===== src/rtl/data_mem_master.sv =====
// Load/store unit between a pipeline request port and a single-port word memory.
// Define DATA_MEM_MASTER_RMW_EN to enable read-modify-write for byte/halfword stores.
module data_mem_master #(
  parameter int  MEM_WIDTH = 32,
  parameter int  MEM_SIZE  = 256,
  localparam int AW        = $clog2(MEM_SIZE)
) (
  input  logic                 clk,
  input  logic                 reset_n,
  input  logic                 req_valid,
  output logic                 req_ready,
  input  logic                 req_write,
  input  logic [1:0]           req_size,
  input  logic                 req_signed,
  input  logic [31:0]          req_addr,
  input  logic [MEM_WIDTH-1:0] req_wdata,
  output logic                 resp_valid,
  output logic [MEM_WIDTH-1:0] resp_rdata,
  output logic                 resp_error,
  output logic [AW-1:0]        mem_addr,
  output logic                 mem_read_en,
  output logic                 mem_write_en,
  output logic [MEM_WIDTH-1:0] mem_write_val,
  input  logic [MEM_WIDTH-1:0] mem_read_val
);

`ifdef DATA_MEM_MASTER_RMW_EN
  localparam bit RMW_EN = 1'b1;
`else
  localparam bit RMW_EN = 1'b0;
`endif

  typedef enum logic [2:0] {
    S_IDLE = 3'd0,
    S_RD   = 3'd1,
    S_CAP  = 3'd2,
    S_WR   = 3'd3,
    S_RESP = 3'd4
  } state_t;

  state_t               r_state;
  state_t               w_state_next;
  logic                 r_write;
  logic [1:0]           r_size;
  logic                 r_signed;
  logic [AW+1:0]        r_addr;
  logic [MEM_WIDTH-1:0] r_wdata;
  logic [MEM_WIDTH-1:0] r_rdata;
  logic                 r_err;

  logic                 w_accept;
  logic                 w_err;
  logic [7:0]           w_byte;
  logic [15:0]          w_half;
  logic [MEM_WIDTH-1:0] w_load;
  logic [MEM_WIDTH-1:0] w_merged;

  assign w_accept = req_valid && (r_state == S_IDLE);

  // Rejection is decided from the live request so the FSM can branch straight to RESP.
  always_comb begin
    w_err = 1'b0;
    case (req_size)
      2'b00:   w_err = req_write && !RMW_EN;
      2'b01:   w_err = req_addr[0] || (req_write && !RMW_EN);
      2'b10:   w_err = (req_addr[1:0] != 2'b00);
      default: w_err = 1'b1;
    endcase
    if ({2'b00, req_addr[31:2]} >= 32'(MEM_SIZE)) begin
      w_err = 1'b1;
    end
  end

  always_ff @(posedge clk or negedge reset_n) begin
    if (!reset_n) begin
      r_state <= S_IDLE;
    end else begin
      r_state <= w_state_next;
    end
  end

  always_comb begin
    w_state_next = r_state;
    case (r_state)
      S_IDLE: begin
        if (req_valid) begin
          if (w_err) begin
            w_state_next = S_RESP;
          end else if (req_write && (req_size == 2'b10)) begin
            w_state_next = S_WR;
          end else begin
            w_state_next = S_RD;
          end
        end
      end
      S_RD:    w_state_next = S_CAP;
      S_CAP:   w_state_next = r_write ? S_WR : S_RESP;
      S_WR:    w_state_next = S_RESP;
      S_RESP:  w_state_next = S_IDLE;
      default: w_state_next = S_IDLE;
    endcase
  end

  always_ff @(posedge clk or negedge reset_n) begin
    if (!reset_n) begin
      r_write  <= 1'b0;
      r_size   <= 2'b00;
      r_signed <= 1'b0;
      r_addr   <= '0;
      r_wdata  <= '0;
      r_rdata  <= '0;
      r_err    <= 1'b0;
    end else begin
      if (w_accept) begin
        r_write  <= req_write;
        r_size   <= req_size;
        r_signed <= req_signed;
        r_addr   <= req_addr[AW+1:0];
        r_wdata  <= req_wdata;
        r_err    <= w_err;
      end
      // The memory has a registered read, so data addressed in RD is stable during CAP.
      if (r_state == S_CAP) begin
        r_rdata <= mem_read_val;
      end
    end
  end

  assign w_byte = r_rdata[{r_addr[1:0], 3'b000} +: 8];
  assign w_half = r_rdata[{r_addr[1], 4'b0000} +: 16];

  always_comb begin
    w_load = r_rdata;
    case (r_size)
      2'b00:   w_load = {{24{r_signed & w_byte[7]}}, w_byte};
      2'b01:   w_load = {{16{r_signed & w_half[15]}}, w_half};
      default: w_load = r_rdata;
    endcase
  end

  always_comb begin
    w_merged = r_wdata;
    case (r_size)
      2'b00: begin
        w_merged = r_rdata;
        w_merged[{r_addr[1:0], 3'b000} +: 8] = r_wdata[7:0];
      end
      2'b01: begin
        w_merged = r_rdata;
        w_merged[{r_addr[1], 4'b0000} +: 16] = r_wdata[15:0];
      end
      default: w_merged = r_wdata;
    endcase
  end

  // Outputs decode from state alone so an asynchronous reset clears them at once.
  always_comb begin
    req_ready     = 1'b0;
    resp_valid    = 1'b0;
    resp_error    = 1'b0;
    resp_rdata    = '0;
    mem_addr      = '0;
    mem_read_en   = 1'b0;
    mem_write_en  = 1'b0;
    mem_write_val = '0;
    case (r_state)
      S_IDLE: req_ready = 1'b1;
      S_RD, S_CAP: begin
        mem_read_en = 1'b1;
        mem_addr    = r_addr[AW+1:2];
      end
      S_WR: begin
        mem_write_en  = 1'b1;
        mem_addr      = r_addr[AW+1:2];
        mem_write_val = w_merged;
      end
      S_RESP: begin
        resp_valid = 1'b1;
        resp_error = r_err;
        resp_rdata = (!r_err && !r_write) ? w_load : '0;
      end
      default: ;
    endcase
  end

endmodule


===== config.mk =====
export PLATFORM = sky130hd
export DESIGN_NAME = data_mem_master
export DESIGN_NICKNAME = d
export VERILOG_FILES = /design/src/rtl/data_mem_master.sv
export SDC_FILE = /design/constraint.sdc
export NUM_CORES = 1
export LEC_CHECK = 0
export CAP_MARGIN = 15
export CORE_ASPECT_RATIO = 0.75
export CORE_UTILIZATION = 40
export DETAILED_ROUTE_END_ITERATION = 10
export GPL_ROUTABILITY_DRIVEN = 0
export GPL_TIMING_DRIVEN = 0
export PLACE_DENSITY_LB_ADDON = 0.05
export SETUP_SLACK_MARGIN = 0.05
export SYNTH_ARGS = -nofsm -noshare
export SYNTH_HDL_FRONTEND = slang
export SYNTH_SLANG_ARGS = --single-unit

===== constraint.sdc =====
create_clock -name clk -period 7.1 [get_ports clk]
set_input_delay 0.71 -clock clk [delete_from_list [all_inputs] [get_ports clk]]
set_output_delay 0.71 -clock clk [all_outputs]
set_load 0.02 [all_outputs]

Word level (Yosys, flattened, before mapping)
Cells that the tools add are included.
{ "totals": {"inputBits": 103, "register_bits": 82, "output_inout_bits": 77, "elab_cells": 59} }
{ "op_classes": {"addsub": 2, "reduce_logical": 12, "n_bitwise": 2, "n_eq_ne": 8, "order_cmp": 1, "muxes": 20, "shifts": 6} }
{ "op_table": {"columns": ["operator", "n"], "rows": [
  ["$pmux W32 S2", 2],
  ["$mux W32", 3],
  ["$bwmux W32", 2],
  ["$shift A16 B7 Y32 const A", 1],
  ["$shift A8 B7 Y32 const A", 1],
  ["$shiftx A16 B7 Y32", 1],
  ["$shiftx A32 B6 Y16", 1],
  ["$shiftx A32 B6 Y8", 1],
  ["$shiftx A8 B7 Y32", 1],
  ["$ge A30 B9 Y1 const B", 1],
  ["$neg A5 Y7", 2],
  ["$pmux W3 S4", 1],
  ["$mux W3", 3],
  ["$mux W8", 1],
  ["$eq A3 B2 Y1 const B", 2],
  ["$mux W1", 6],
  ["$eq A2 B1 Y1 const B", 2],
  ["$logic_not A2 Y1", 2],
  ["$eq A3 B1 Y1 const B", 1],
  ["$eq A3 B3 Y1 const B", 1],
  ["$logic_and A1 B1 Y1", 3],
  ["$logic_not A3 Y1", 1],
  ["$pmux W1 S3", 1],
  ["$reduce_or A3 Y1", 1],
  ["other kinds (8)", 10]
]} }

Longest topological paths before layout
Gate-level depths: netlist of run 1.
{ "logic_depth": {"depth_word": 6, "mapped_depth": 9, "depth_no_buf": 6} }

Worst setup path before layout of run 1
OpenSTA, ideal clock, no wires.
{ "synth_path": {"kind": "register -> output", "from": "reg r_addr[0]", "to": "out mem_write_val[30]", "n_path_buf": 3, "required_time_ns": 6.390, "path_stages_with_launch": 10, "path_slack_ns": 4.005, "arrival_time_ns": 2.385, "path_cell_list": "dfrtp_1 -> clkbuf_2 -> buf_4 -> inv_1 -> ha_1 -> nor4bb_1 -> clkbuf_1 -> a221oi_1 -> a211o_1 -> a21oi_1"} }
{ "synth_between": {"elab_chain_cells": 5, "elab_cells_between_ends": 6, "classes_between": "add/sub: 1; shift: 2; mux: 3"} }
{ "synth_lines": {"columns": ["item", "line", "rtl"], "rows": [
  ["from (decl)", "46", "logic [AW+1:0] r_addr;"],
  ["from (signal assigned)", "118", "r_addr <= req_addr[AW+1:0];"],
  ["$neg A5 Y7 (*)", "146", "w_merged[{r_addr[1:0], 3'b000} +: 8] = r_wdata[7:0];"],
  ["$shiftx A8 B7 Y32 / $shift A8 B7 Y32 (equally long branches)", "146", null],
  ["$bwmux W32 (*)", "146", null],
  ["$pmux W32 S2 (*)", "143", "case (r_size)"],
  ["$mux W32 (*)", "166", "case (r_state)"],
  ["to (decl)", "23", "output logic [MEM_WIDTH-1:0] mem_write_val,"]
]} }
Every way passes the cells marked *; elsewhere a longest branch is shown, timed or not.

Worst setup path in the final report of run 1
{ "layout_path": {"from": "reg r_addr[1]", "to": "out mem_write_val[6]"} }
{ "layout_between": {"elab_chain_cells": 5, "elab_cells_between_ends": 10, "classes_between": "add/sub: 2; shift: 4; mux: 4"} }
{ "layout_lines": {"columns": ["item", "line", "rtl"], "rows": [
  ["$neg A5 Y7 (on tied branches)", "150, 146", null],
  ["$shiftx A16 B7 Y32 (tied with other cells)", "150", "w_merged[{r_addr[1], 4'b0000} +: 16] = r_wdata[15:0];"],
  ["$bwmux W32 (on tied branches)", "150, 146", null],
  ["$pmux W32 S2 (*)", "143", null],
  ["$mux W32 (*)", "166", null]
]} }
Marked as above.

==> out/summary.txt, run 1 <==
status - completed
Global Route met1 Usage - 0.401
H-tree depth - 3
row count - 35
most frequent cells after synthesis - nand2_1, dfrtp_1, a21oi_1
final cell count without fillers - 979
DRC - 0
largest family of logic cells by synthesized area - simple AND/OR/NAND/NOR gates
final hold slack - 0.280 ns
I/O pin count - 180
Final Cycle Share - 0.627
slew margin rel. - 0.278
P_int - 0.932 mW
# resized after CTS - 0
most crowded layer after global routing - met2
crit path buf inv count - 4
Final TNS setup - 0 ns
Via density - 5.80
Finished Core Util - 0.605
Critical Path RT - 6.39 ns
Die Height - 101 um
post-route cell area - 7580 um2
Worst setup endpoint - mem_write_val[6]
Placed Cells - 963
reg-to-reg endpoint - r_rdata[8]
full die area - 13600 um2
Tightest Pin Transition - 1.07 ns
CTS sink cnt - 82
share of cells above drive strength 1 - 0.0959
clock slew at reported path FFs - 0.06 ns
Hold Buf Count CTS - 0
CTS root buf - clkbuf_16
Final setup viols - 0
reg2reg path depth - 4
Max Clock Skew - 0.00591 ns
Compound-Gate Fraction of Synth Area - 0.202
WL/cell - 19.4 um
post-synthesis mux area share - 0.109
Worst-Skew Late Latency - 0.35 ns
# diodes - 0
Post-Synth XOR/XNOR Area - 0.00167
Critical Path Start Type - register
most common cell in the netlist - nand2_1
Placed Area - 7280 um2
CP cell instances - buf_2 -> inv_1 -> buf_6 -> ha_1 -> nor3_1 -> a221oi_1 -> nor3_1 -> clkdlybuf4s50_1
Setup crit end kind - output pin
final hold vios - 0
drt pass-1 iters - 5
CTS max path bufs - 2
Max Cap Viol - 0
met3 Use GR - 0.0741
CP Max Fanout - 12
Iter 0 DRT Violations - 672
YS warnings - 0
Sw Share - 0.315
ys flop type - dfrtp_1
final WL - 19000 um
CP delay by family, top - buffers and inverters
Worst Setup Path Type - register to output pin
Net Count, Synth - 725
Hold Crit Class - input port to async pin
routed vias - 5678
sequential share of the synthesized area - 0.391
Inserted Clock Buffers - 9
Synth area leader - dfrtp_1
Comb pwr share - 0.246
f_max - 225 MHz
Synth area leaders - dfrtp_1, nand2_1, a221oi_1
P_leak - 3.36 nW
worst vdd ir - 0.137 mV
final-report max-slew violation count - 0
post-CTS setup buffer count - 0
FF-to-FF Start - r_state[2]
largest net degree at the start of global routing - 57
Core Region - 12500 um2
critical path's slowest cell - nor3_1
chip width - 134 um
CTS tree - yes
vias in the first global route - 5484
Distinct cells, synth - 46
Post-synth ARST share - 1.00
GRT Util Overall - 0.287
Crit. Startpoint - r_addr[1]
Synth-to-Final Area Change - 44.3%
fraction of the mapped netlist area in simple logic gates - 0.216
Syn Inst Count - 617
PD cells - 180 nW/um2
CP dominant cell by count - nor3_1
first-pass GRT wire length - 29700 um
Final HPWL DP - 14700 um
Routed Antenna Nets - 0
minimum clock period - 4.45 ns
Crit path depth - 8
sequential share of power - 0.400
Port-buffer cells - 179
RSZ-0062 raised after global routing - no
NetSw - 0.429 mW
met2 Track Usage GR - 0.434
Avg Cell Area, Syn - 8.51 um2
grt ovf - 0
Clock power frac - 0.354
Initial Utilization - 0.419
number of enable flip-flop cells after synthesis - 0
Worst EP arrival - 3.74 ns
top cell type's share of synthesized area - 0.391
initial antenna violation count - 0
layout net count - 916
Reg2Reg Setup Slack - 5.17 ns
#FFs+latches synth - 82
Post-Synth Adder-Cell Area - 0.0119
Cell Area, Synth - 5250 um2
Crit path largest cell delay - 0.87 ns
-- cells in the final DEF (no fill, tap or decap), drive strengths merged, types with 2 or more instances in the layout --
cell           instances
a211o                 16
a21o                   3
a21oi                 38
a221oi                31
a222oi                 6
a22o                  10
a22oi                  2
and2                  10
and2b                  2
buf                   24
clkbuf                38
clkdlybuf4s50        178
clkinvlp               2
dfrtp                 82
ha                     5
inv                   27
mux2                  17
mux2i                 20
mux4                   8
nand2                173
nand2b                 4
nor2                  30
nor2b                  2
nor3                  21
nor4                   5
nor4bb                 2
o21ai                 27
o22ai                 16
or2                    2
-- layout make-up --
cell class | count | area [um2]
buffer | 51 | 272
clock buffer | 9 | 225
clock inverter | 7 | 76.3
fill | 1131 | 4950
inverter | 24 | 90.1
multi-input combinational | 460 | 2840
sequential | 82 | 2050
tap | 166 | 208
timing repair buffer | 180 | 1820
-- routing by layer --
| layer | up-vias | wire (um) | share of wire |
|---|---|---|---|
| met1 | 2694 | 8250 | 0.43 |
| met3 | 38 | 2180 | 0.11 |
| met4 | 0 | 459 | 0.024 |
| met5 | - | 0 | 0 |
| met2 | 375 | 8140 | 0.43 |
| li1 | 2571 | - | - |
-- state kept, by name (all words and copies together), names as in the netlist --
name	count
r_rdata	32
r_wdata	32
r_addr	10
r_state	3
r_size	2
r_err	1
r_signed	1
r_write	1
-- power groups by stage --
| stage | Clock (mW) | Combinational (mW) | Sequential, mW |
|---|---|---|---|
| global route | 0.508 | 0.365 | 0.547 |
| detailed placement | 0 | 0.327 | 0.551 |
| global placement | 0 | 0.315 | 0.550 |
| CTS | 0.488 | 0.329 | 0.542 |
| floorplan | 0 | 0.205 | 0.532 |
| finish | 0.482 | 0.335 | 0.544 |
-- cell families after synthesis --
family / Yosys count
AND/OR/NAND/NOR: 257
AO/OA/AOI/OAI: 152
flip-flops: 82
buffers and inverters: 75
multiplexers: 45
adder cells (fa/ha/maj): 5
XOR/XNOR: 1
-- per-stage QoR --
stage               power (mW)  setup slack, ns
floorplan                0.738             4.01
global placement         0.865             2.45
detailed placement       0.878             3.15
CTS                       1.36             2.76
global route              1.42             2.50
finish                    1.36             2.65
-- how the worst min path moves through the flow --
stage | to | slack, ns | cells past startpoint
floorplan | r_addr[0] | 0.41 | 0
global placement | r_addr[4] | 0.45 | 2
detailed placement | r_addr[2] | 0.45 | 2
CTS | r_rdata[8] | 0.29 | 1
global route | r_rdata[8] | 0.31 | 1
finish | r_rdata[8] | 0.28 | 1
Power figures use the tool's default switching activity.
==> run 2, diff against run 1 <==
==> constraint.sdc (replaced) <==
create_clock -name clk -period 3.89 [get_ports clk]
set_input_delay 0.389 -clock clk [delete_from_list [all_inputs] [get_ports clk]]
set_output_delay 0.389 -clock clk [all_outputs]
set_load 0.02 [all_outputs]
==> out/summary.txt, run 2 (same netlist as run 1, synthesis figures left out) <==
status - completed (unchanged)
most frequent cells in the layout - nand2_1, clkdlybuf4s50_1, dfrtp_1 (was clkdlybuf4s50_1, nand2_1, dfrtp_1)
Via density - 5.81 (was 5.80)
# diodes - 0 (unchanged)
P_leak - 3.55 nW (was 3.36 nW)
final-report max-slew violation count - 0 (unchanged)
Die Height - 101 um (unchanged)
commonest non-fill, non-tap cell in the layout - nand2_1 (was clkdlybuf4s50_1)
Worst Setup Path Type - register to output pin (unchanged)
CTS sink cnt - 82 (unchanged)
biggest regs - r_rdata (32), r_wdata (32), r_addr (10) (unchanged)
f_max - 262 MHz
CTS max path bufs - 2 (unchanged)
Final TNS setup - 0 ns (unchanged)
share of cells above drive strength 1 - 0.0996 (was 0.0959)
Max Cap Viol - 0 (unchanged)
Placed Cells - 963 (unchanged)
minimum clock period - 3.82 ns
Final HPWL DP - 14700 um (unchanged)
Initial Utilization - 0.419 (unchanged)
Reg2Reg Setup Slack - 1.94 ns (was 5.17 ns)
layout net count - 916 (unchanged)
Crit path depth - 10 (was 8)
CP delay by family, top - buffers and inverters (unchanged)
number of fill cells - 1128 (was 1131)
reg-to-reg endpoint - r_rdata[18] (was r_rdata[8])
Core Region - 12500 um2 (unchanged)
DRC - 0 (unchanged)
slew margin rel. - 0.579 (was 0.278)
Routed Antenna Nets - 0 (unchanged)
register area - 2050 um2 (unchanged)
Max Clock Skew - 0.00420 ns (was 0.00591 ns)
final cell count without fillers - 979 (unchanged)
clock slew at reported path FFs - 0.07 ns (was 0.06 ns)
Hold Crit Class - register to register (was input port to async pin)
chip width - 134 um (unchanged)
crit path buf inv count - 5 (was 4)
worst vdd ir - 0.252 mV (was 0.137 mV)
Critical Path RT - 3.50 ns (was 6.39 ns)
Setup crit end kind - output pin (unchanged)
Inserted Clock Buffers - 9 (unchanged)
HP Start - r_addr[2]
Worst-Skew Late Latency - 0.35 ns (about the same)
full die area - 13600 um2 (unchanged)
GRT Util Overall - 0.287 (about the same)
WHS Endpoint - r_addr[2]
Iter 0 DRT Violations - 701 (was 672)
Critical Path Start Type - register (unchanged)
vias in the first global route - 5479 (was 5484)
initial antenna violation count - 0 (unchanged)
Port-buffer cells - 179 (unchanged)
Tightest Pin Transition - 0.632 ns (was 1.07 ns)
row count - 35 (unchanged)
H-tree depth - 3 (unchanged)
PD cells - 327 nW/um2 (was 180 nW/um2)
Final Power - 2.49 mW (was 1.36 mW)
Synth-to-Final Area Change - 45.0% (was 44.3%)
area occupied by multi-input gates - 2850 um2 (was 2840 um2)
FF-to-FF Start - r_state[2] (unchanged)
reg2reg path depth - 6 (was 4)
grt ovf - 0 (unchanged)
Final Cycle Share - 0.983
Worst EP arrival - 3.43 ns (was 3.74 ns)
routed vias - 5688 (was 5678)
Final setup viols - 0 (unchanged)
first-pass GRT wire length - 29700 um (about the same)
CP cell instances - buf_4 -> inv_1 -> buf_6 -> ha_1 -> nor4bb_2 -> buf_2 -> a221oi_1 -> a211o_1 -> a21oi_1 -> clkdlybuf4s50_1 (was buf_2 -> inv_1 -> buf_6 -> ha_1 -> nor3_1 -> a221oi_1 -> nor3_1 -> clkdlybuf4s50_1)
critical path's slowest cell - clkdlybuf4s50_1 (was nor3_1)
final hold vios - 0 (unchanged)
WL/cell - 19.6 um (was 19.4 um)
CP Max Fanout - 12 (unchanged)
largest net degree at the start of global routing - 57 (unchanged)
I/O pin count - 180 (unchanged)
final WL - 19200 um (was 19000 um)
Finished Core Util - 0.608 (was 0.605)
drt pass-1 iters - 6 (was 5)
CTS root buf - clkbuf_16 (unchanged)
CTS tree - yes (unchanged)
Crit path largest cell delay - 0.62 ns (was 0.87 ns)
final hold slack - 0.470 ns (was 0.280 ns)
WHS Path Cells - 2
[run 2: cell count changes in the layout (fill, tap and decap cells not counted), sizes merged]
cell	before	now
clkbuf	38	37
clkdlybuf4s50	178	163
dlygate4sd2	0	7
dlygate4sd3	0	1
dlymetal6s2s	0	8
[run 2: final cells by class]
cell class              count  share of cell area
plain buffers              50              0.0361
multi-input cells         460               0.374
clock inverters             7              0.0100
inverters                  24              0.0118
clock buffers               9              0.0296
repair buffers            181               0.241
flip-flops and latches     82               0.269
well taps                 166              0.0273
[run 2: repair_timing]
item,CTS,global route
setup buffers,0,0
endpoints found under the hold margin,26,0
resized for setup,10,10
endpoints found under the setup margin,17,17
hold buffers,1,0
[run 2: worst max-delay path by stage]
stage,from,end,slack (ns)
floorplan,r_addr[0],mem_write_val[30],1.12
global placement,reset_n,r_wdata[23],-0.44
detailed placement,r_addr[1],mem_write_val[24],0.26
CTS,r_addr[0],mem_write_val[26],0.07
global route,r_addr[0],mem_write_val[22],-0.01
finish,r_addr[1],mem_write_val[22],0.07
[run 2: routing by layer]
metal | global-route usage | part of all wire
met1 | 0.401 | 0.43
met2 | 0.431 | 0.43
met3 | 0.0741 | 0.12
met4 | 0.0985 | 0.025
met5 | 0 | 0
[run 2: power breakdown]
part	internal, mW	total (mW)	switching, mW
clock	0.503	0.881	0.378
combinational	0.287	0.617	0.330
sequential	0.915	0.995	0.0801
total	1.70	2.49	0.788
[run 2: per-stage QoR]
stage | cell area, um2 | worst slack [ns]
after floorplan | 5250 | 1.12
after global placement | 7250 | -0.436
after detailed placement | 7280 | 0.262
after CTS | 7590 | 0.0704
after global routing | 7610 | -0.0128
final | 7610 | 0.0675
[run 2: worst min-delay path, stage by stage (launching register included)]
cell     delay, ns
dfrtp_1       0.33
nand2_1       0.05
nand2_1       0.06
==> run 3, diff against run 2 <==
==> constraint.sdc (replaced) <==
create_clock -name clk -period 3.89 [get_ports clk]
set_input_delay 0.5835 -clock clk [delete_from_list [all_inputs] [get_ports clk]]
set_output_delay 0.5835 -clock clk [all_outputs]
set_load 0.02 [all_outputs]
==> out/summary.txt, run 3 (same netlist as run 1, synthesis figures left out) <==
layout net count - 915 (was 916)
Critical Path RT - 3.31 ns (was 3.50 ns)
P_leak - 3.54 nW (was 3.55 nW)
CTS root buf - clkbuf_16 (unchanged)
Inserted Clock Buffers - 9 (unchanged)
Final WS setup - 0.113 ns (was 0.0675 ns)
Tightest Pin Transition - 0.655 ns (was 0.632 ns)
I/O pin count - 180 (unchanged)
slew margin rel. - 0.563 (was 0.579)
final hold vios - 0 (unchanged)
drt pass-1 iters - 8 (was 6)
WL/cell - 19.7 um (was 19.6 um)
initial antenna violation count - 0 (unchanged)
CTS sink cnt - 82 (unchanged)
Synth-to-Final Area Change - 44.3% (was 45.0%)
share of cells above drive strength 1 - 0.110 (was 0.0996)
Final Power - 2.50 mW (was 2.49 mW)
Setup crit end kind - output pin (unchanged)
post-CTS setup buffer count - 0 (unchanged)
Core Region - 12500 um2 (unchanged)
Worst Setup Path Type - register to output pin (unchanged)
Critical Path Start Type - register (unchanged)
first-pass GRT wire length - 29700 um (about the same)
Initial Utilization - 0.419 (unchanged)
clock slew at reported path FFs - 0.06 ns (was 0.07 ns)
commonest non-fill, non-tap cell in the layout - nand2_1 (unchanged)
pre-CTS setup slack - 0.0677 ns (was 0.262 ns)
Worst EP arrival - 3.19 ns (was 3.43 ns)
biggest regs - r_rdata (32), r_wdata (32), r_addr (10) (unchanged)
Die Height - 101 um (unchanged)
final hold slack - 0.152 ns (was 0.470 ns)
Iter 0 DRT Violations - 718 (was 701)
Via density - 5.82 (was 5.81)
row count - 35 (unchanged)
CTS tree - yes (unchanged)
# diodes - 0 (unchanged)
Max Clock Skew - 0.00397 ns (was 0.00420 ns)
Routed Antenna Nets - 0 (unchanged)
worst vdd ir - 0.252 mV (about the same)
f_max - 265 MHz (was 262 MHz)
DRC - 0 (unchanged)
final-report max-slew violation count - 0 (unchanged)
GRT Util Overall - 0.287 (about the same)
grt ovf - 0 (unchanged)
H-tree depth - 3 (unchanged)
CP Max Fanout - 12 (unchanged)
status - completed (unchanged)
routed vias - 5696 (was 5688)
final WL - 19200 um (about the same)
Hold Crit Class - input port to async pin (was register to register)
largest net degree at the start of global routing - 57 (unchanged)
minimum clock period - 3.78 ns (was 3.82 ns)
Final Cycle Share - 0.971 (was 0.983)
chip width - 134 um (unchanged)
number of fill cells - 1144 (was 1128)
vias in the first global route - 5473 (was 5479)
CTS max path bufs - 2 (unchanged)
PD cells - 330 nW/um2 (was 327 nW/um2)
RSZ-0062 raised after global routing - yes
Max Cap Viol - 0 (unchanged)
Port-buffer cells - 179 (unchanged)
Final HPWL DP - 14700 um (unchanged)
Worst-Skew Late Latency - 0.34 ns (was 0.35 ns)
Hold Buf Count CTS - 0 (was 1)
Final setup viols - 0 (unchanged)
most frequent cells in the layout - nand2_1, clkdlybuf4s50_1, dfrtp_1 (unchanged)
full die area - 13600 um2 (unchanged)
==> run 3: cell types whose count changed in the layout (fill, tap and decap cells not counted), sizes merged <==
cell / before / now
clkdlybuf4s50: 163 / 155
clkbuf: 37 / 44
clkdlybuf4s15: 0 / 2
dlymetal6s2s: 8 / 7
dlygate4sd3: 1 / 0
==> run 3: worst paths after layout <==
check / from / endpoint / depth (start not counted) / slack [ns]
worst max-delay path: r_addr[1] / mem_write_val[20] / 10 / 0.11
worst min-delay path: reset_n / r_rdata[8] / 1 / 0.15
worst max register to register: r_state[2] / r_rdata[18] / 6 / 1.94
worst min register to register: r_addr[2] / r_addr[2] / 2 / 0.47
max in group asynchronous: reset_n / r_rdata[19] / 2 / 3.15
min in group clk: r_addr[2] / r_addr[2] / 2 / 0.47
==> run 3: worst max-delay path, stage by stage, from the launching register on <==
cell and delay, ns:
dfrtp_1 0.44, buf_4 0.25, inv_1 0.13, buf_6 0.16, ha_1 0.39, nor4bb_2 0.30, clkbuf_4 0.26, a221oi_1 0.10
a211o_1 0.31, a21oi_1 0.15, dlygate4sd2_1 0.35
==> run 3: layout make-up <==
cell class                      count  area [um2]  share of cell area
Multi-Input combinational cell    460        2860               0.377
Inverter                           24        90.1              0.0119
Clock buffer                        9         225              0.0297
Clock inverter                      7        76.3              0.0101
Buffer                             50         280              0.0370
Timing Repair Buffer              180        1790               0.236
Tap cell                          166         208              0.0274
Sequential cell                    82        2050               0.271
==> run 3: where the power goes <==
group	leakage [nW]	internal, mW	total [mW]	switching [mW]
clock network	0.143	0.503	0.884	0.380
logic	2.42	0.287	0.619	0.332
registers	0.978	0.915	0.995	0.0802
==> run 3: through the flow <==
step                utilization  std cells  TNS [ns]  area, um2
finish                    0.605        978         0       7580
global route              0.605        978         0       7580
CTS                       0.604        978         0       7560
detailed placement        0.581        963         0       7280
global placement          0.579        962    -51.03       7250
floorplan                     -        617         0       5250
==> run 3: routing by layer <==
metal  global-route usage  vias to the layer above  share of wire  wire length [um]
li1                     -                     2565              -                 -
met1                0.402                     2711           0.42              8170
met2                0.430                      383           0.43              8340
met3               0.0741                       37           0.12              2280
met4                0.101                        0          0.023               445
met5                    0                        -              0                 0
==> run 3: repair_timing <==
item / CTS / global route
endpoints found under the hold margin: 0 / 0
setup endpoints to repair: 32 / 32
resized for setup: 19 / 30
